### src/rtl/lu_pkg.sv
// Shared LU definitions: conversion FSM states, default datapath width and
// a helper that builds the most-negative two's complement pattern.
package lu_pkg;

    typedef enum logic [1:0] {
        IDLE,
        SHIFT,
        DONE
    } state_e;

    localparam int LU_WIDTH = 16;
    localparam int LU_MAX_W = 64;

    // Pattern 1 followed by width-1 zeros, right-aligned in LU_MAX_W bits.
    function automatic logic [LU_MAX_W-1:0] most_neg(input int width);
        logic [LU_MAX_W-1:0] one;
        one = {{(LU_MAX_W-1){1'b0}}, 1'b1};
        return one << (width - 1);
    endfunction

endpackage

### src/rtl/serial_negate_cell.sv
// One bit of the copy-until-first-one-then-invert negation rule.
module serial_negate_cell (
    input  logic b_i,
    input  logic sign_i,
    input  logic seen_one_i,
    output logic r_o,
    output logic seen_one_next_o
);

    // Negative operands invert every bit above the lowest set bit.
    assign r_o             = b_i ^ (sign_i & seen_one_i);
    assign seen_one_next_o = seen_one_i | b_i;

endmodule

### src/rtl/tc_to_signmag_serial.sv
// Bit-serial two's complement to sign-magnitude decoder, LSB-first,
// one bit per clock, with valid/ready handshakes on both sides.
module tc_to_signmag_serial
    import lu_pkg::*;
#(
    parameter int WIDTH = LU_WIDTH
) (
    input  logic             clk,
    input  logic             rst_n,
    input  logic             in_valid,
    output logic             in_ready,
    input  logic [WIDTH-1:0] in_data,
    output logic             out_valid,
    input  logic             out_ready,
    output logic             out_sign,
    output logic [WIDTH-1:0] out_mag,
    output logic             out_ovf
);

    localparam int               CW       = $clog2(WIDTH) + 1;
    localparam logic [CW-1:0]    LAST     = CW'(WIDTH - 1);
    localparam logic [WIDTH-1:0] MOST_NEG = WIDTH'(most_neg(WIDTH));

    state_e           state_q, state_d;
    logic [WIDTH-1:0] shift_q, shift_d;
    logic [WIDTH-1:0] res_q, res_d;
    logic [CW-1:0]    cnt_q, cnt_d;
    logic             seen_q, seen_d;
    logic             sign_q, sign_d;
    logic             out_sign_q, out_sign_d;
    logic [WIDTH-1:0] mag_q, mag_d;
    logic             ovf_q, ovf_d;
    logic             rdy_en_q;

    logic             r;
    logic             seen_nx;
    logic [WIDTH-1:0] res_next;

    serial_negate_cell u_cell (
        .b_i             (shift_q[0]),
        .sign_i          (sign_q),
        .seen_one_i      (seen_q),
        .r_o             (r),
        .seen_one_next_o (seen_nx)
    );

    assign res_next = {r, res_q[WIDTH-1:1]};

    always_comb begin
        state_d    = state_q;
        shift_d    = shift_q;
        res_d      = res_q;
        cnt_d      = cnt_q;
        seen_d     = seen_q;
        sign_d     = sign_q;
        out_sign_d = out_sign_q;
        mag_d      = mag_q;
        ovf_d      = ovf_q;
        case (state_q)
            IDLE: begin
                if (in_valid && rdy_en_q) begin
                    shift_d = in_data;
                    sign_d  = in_data[WIDTH-1];
                    cnt_d   = '0;
                    seen_d  = 1'b0;
                    state_d = SHIFT;
                end
            end
            SHIFT: begin
                shift_d = shift_q >> 1;
                res_d   = res_next;
                seen_d  = seen_nx;
                cnt_d   = cnt_q + CW'(1);
                // Final bit: publish the result together with the overflow flag.
                if (cnt_q == LAST) begin
                    state_d    = DONE;
                    out_sign_d = sign_q;
                    mag_d      = res_next;
                    ovf_d      = sign_q & (res_next == MOST_NEG);
                end
            end
            DONE: begin
                if (out_ready) begin
                    state_d = IDLE;
                end
            end
            default: state_d = IDLE;
        endcase
    end

    always_ff @(posedge clk or negedge rst_n) begin
        if (!rst_n) begin
            state_q    <= IDLE;
            shift_q    <= '0;
            res_q      <= '0;
            cnt_q      <= '0;
            seen_q     <= 1'b0;
            sign_q     <= 1'b0;
            out_sign_q <= 1'b0;
            mag_q      <= '0;
            ovf_q      <= 1'b0;
            rdy_en_q   <= 1'b0;
        end else begin
            state_q    <= state_d;
            shift_q    <= shift_d;
            res_q      <= res_d;
            cnt_q      <= cnt_d;
            seen_q     <= seen_d;
            sign_q     <= sign_d;
            out_sign_q <= out_sign_d;
            mag_q      <= mag_d;
            ovf_q      <= ovf_d;
            rdy_en_q   <= 1'b1;
        end
    end

    // in_ready stays low until the first edge after reset release.
    assign in_ready  = rdy_en_q && (state_q == IDLE);
    assign out_valid = (state_q == DONE);
    assign out_sign  = out_sign_q;
    assign out_mag   = mag_q;
    assign out_ovf   = ovf_q;

endmodule
### config.mk
export PLATFORM = sky130hd
export DESIGN_NAME = tc_to_signmag_serial
export DESIGN_NICKNAME = d
export VERILOG_FILES = /design/src/rtl/lu_pkg.sv /design/src/rtl/serial_negate_cell.sv /design/src/rtl/tc_to_signmag_serial.sv
export SDC_FILE = /design/constraint.sdc
export NUM_CORES = 1
export LEC_CHECK = 0
export BUFFER_PORTS_ARGS = -buffer_cell sky130_fd_sc_hd__buf_2
export CAP_MARGIN = 20
export CORE_UTILIZATION = 55
export CTS_CLUSTER_DIAMETER = 150
export CTS_CLUSTER_SIZE = 16
export DETAILED_ROUTE_END_ITERATION = 10
export PLACE_DENSITY_LB_ADDON = 0.2
export SYNTH_ARGS = -nofsm -noshare
export SYNTH_HDL_FRONTEND = slang
export SYNTH_SLANG_ARGS = --single-unit
### constraint.sdc
create_clock -name clk -period 2.18 [get_ports clk]
set_input_delay 0.654 -clock clk [delete_from_list [all_inputs] [get_ports clk]]
set_output_delay 0.654 -clock clk [all_outputs]
set_load 0.03 [all_outputs]
==> impl_metrics.json <==
{
  "vias": 1795,
  "grt-busiest-layer": "met2",
  "period_share_pct": 89.09,
  "worstPathRequired_ps": 1530,
  "grt_pass1_wl_um": 7576,
  "drv_slew": 0,
  "yosys_warnings": 0,
  "grt_use_met1_pct": 26.98,
  "grt_max_degree": 60,
  "dieArea_um2": 4744,
  "ys_ff_latch": 59,
  "finalWirelength_um": 4581,
  "avgSynthCellArea_um2": 10.93,
  "fin_tns_setup_ps": 0,
  "path_max_fanout": 10,
  "start_util_pct": 59.36,
  "synth.distinct_cells": 36,
  "detail_route.iter0.violations": 109,
  "avgRoutedWirePerCell_um": 13.97,
  "drc": 0,
  "grt_pass1_vias": 1696,
  "cts_buffers": 9,
  "insertion_delay_ps": 330,
  "use_met3_pct": 4.770,
  "gr-total-overflow": 0,
  "outcome": "completed",
  "grt_use_met2_pct": 37.01,
  "grt_use_total_pct": 22.23,
  "portBuffers": 39,
  "p_leak_nw": 1.557,
  "rsz0062_at_grt": "false",
  "clockRootBuffer": "clkbuf_8",
  "fin_worst_skew_ps": 6.349,
  "synth.cell_area_um2": 2460,
  "first_pass_iters": 4,
  "postRouteAntennaNets": 0,
  "place_congestion": 0.7135,
  "max_clock_freq_ghz": 0.5149,
  "area_delta_synth_final_pct": 21.11,
  "dpl.cell_count": 312,
  "num_rows": 23,
  "startpoint_type": "register",
  "cts_resized": 0,
  "p_per_area_nw_per_um2": 1482,
  "post_cts_buffers": 0,
  "max-vdd-ir-drop_uv": 778.0,
  "syn_nets": 247,
  "grt_antenna_before_repair": 0,
  "vias_per_cell": 5.473,
  "arrival_ps": 1290,
  "die_h_um": 68.88,
  "maxCapViolations": 0,
  "clkTransAtPathRegs_ps": 60,
  "htree_levels": 3,
  "worst_hold_path_type": "in2async",
  "n_antenna_cell": 0,
  "syn_inst": 225,
  "cts_hold_buf": 0,
  "end_kind": "output port",
  "dp_hpwl_um": 3032,
  "ios": 40,
  "setup_violations": 0,
  "cts_sinks": 59,
  "criticalPathCategory": "reg2out",
  "drive_gt1_share_pct": 30.58,
  "cts.path.max_buffers": 2,
  "hold_viol": 0,
  "num-nets-final": 295,
  "core-area_um2": 4144,
  "period_needed_ps": 1942,
  "yosysSeqAreaShare_pct": 60.02,
  "die_x_um": 68.88,
  "stdcell_count": 328,
  "cts_tree": "yes"
}
power by group:
group          switching [mW]  leakage [nW]  internal, mW
registers               0.306         0.746          1.53
logic                   0.853         0.692         0.613
clock network           0.412         0.119         0.700
Yosys cell counts (all sizes together):
cell type | n | area share [%]
nand4 | 1 | 0.25
o2bb2ai | 1 | 0.36
o21a | 1 | 0.31
nand2 | 49 | 7.5
o22ai | 7 | 1.8
nand4bb | 1 | 0.46
a21boi | 1 | 0.31
ha | 2 | 1.0
nor4b | 1 | 0.36
conb | 1 | 0.15
or2 | 2 | 0.51
o31ai | 2 | 0.61
buf | 10 | 2.1
clkbuf | 4 | 0.61
nand3b | 1 | 0.31
o211a | 1 | 0.41
and3 | 1 | 0.25
xnor2 | 2 | 0.71
dfrtp | 59 | 60
nand3 | 2 | 0.41
nor4 | 3 | 0.76
nor2b | 1 | 0.25
mux2 | 16 | 7.3
or4 | 1 | 0.31
mux2i | 8 | 3.3
nor3b | 2 | 0.61
a22o | 1 | 0.36
inv | 10 | 1.5
o21ai | 23 | 4.7
nor3 | 1 | 0.20
nand2b | 2 | 0.51
a21oi | 8 | 1.8
state kept, by name (all words and copies together), names as in the netlist:
register	cells
rdy_en_q	1
out_ovf	1
shift_q	16
res_q	15
sign_q	1
state_q	2
out_sign	1
out_mag	16
cnt_q	5
seen_q	1
cells by family after synthesis:
kind of cell / synth area share [%]
multiplexers: 10.58
XOR/XNOR: 0.7122
other: 0.1524
adder cells (fa/ha/maj): 1.017
buffers and inverters: 4.273
AND/OR/NAND/NOR: 12.67
flip-flops: 60.02
AO/OA/AOI/OAI: 10.58
critical path, stage by stage (launching register included):
cell and delay (ps):
dfrtp_1 500, nor3b_1 230, buf_2 230
per-stage QoR:
stage	utilization (%)	hold slack, ps	power (mW)	cell area [µm²]	setup WS (ps)
after global placement	66.43	473.0	3.279	2753	410.0
after detailed placement	66.43	473.4	3.337	2753	350.6
after global routing	71.89	348.3	4.734	2979	178.6
after CTS	71.89	335.4	4.461	2979	235.7
final	71.89	320.5	4.416	2979	237.9
after floorplan	-	358.4	2.880	2460	96.64
metal layers:
layer,vias to the layer above,part of all wire (%)
met5,-,0
met4,0,1.4
met3,6,4.3
met2,48,49
met1,874,45
li1,867,-
final timing paths:
kind                              from     endpoint  slack, ps  cells after the start
max                         state_q[1]     in_ready        240                      2
min                              rst_n  out_mag[12]        320                      2
max reg2reg                   cnt_q[0]   out_mag[5]        360                      6
min reg2reg                out_mag[15]  out_mag[15]        480                      2
max in group asynchronous        rst_n     rdy_en_q       1600                      2
min in group clk           out_mag[15]  out_mag[15]        480                      2
final cells by class:
class	instances	area, µm²
sequential	59	1476
fill	315	1165
multi-input combinational	142	878.3
timing repair buffer	51	297.8
clock buffer	11	151.4
clock inverter	5	75.07
tap	50	62.56
inverter	10	37.54
layout by cell type, fill, tap and decap left out, drive strengths merged:
master	netlist	layout
inv	10	10
mux2	16	16
nor4	3	3
o22ai	7	7
o21a	1	1
o21ai	23	23
a22o	1	1
clkinv	0	3
dfrtp	59	59
bufinv	0	2
xnor2	2	2
or4	1	1
nand3b	1	1
conb	1	1
a21oi	8	8
nor3	1	1
and3	1	1
nor3b	2	2
nor2b	1	1
o211a	1	1
nand2	49	49
nand4	1	1
a21boi	1	1
nand3	2	2
o2bb2ai	1	1
clkbuf	4	11
buf	10	51
ha	2	2
or2	2	2
mux2i	8	8
nand2b	2	2
nand4bb	1	1
nor4b	1	1
o31ai	2	2
Power figures use the tool's default switching activity.
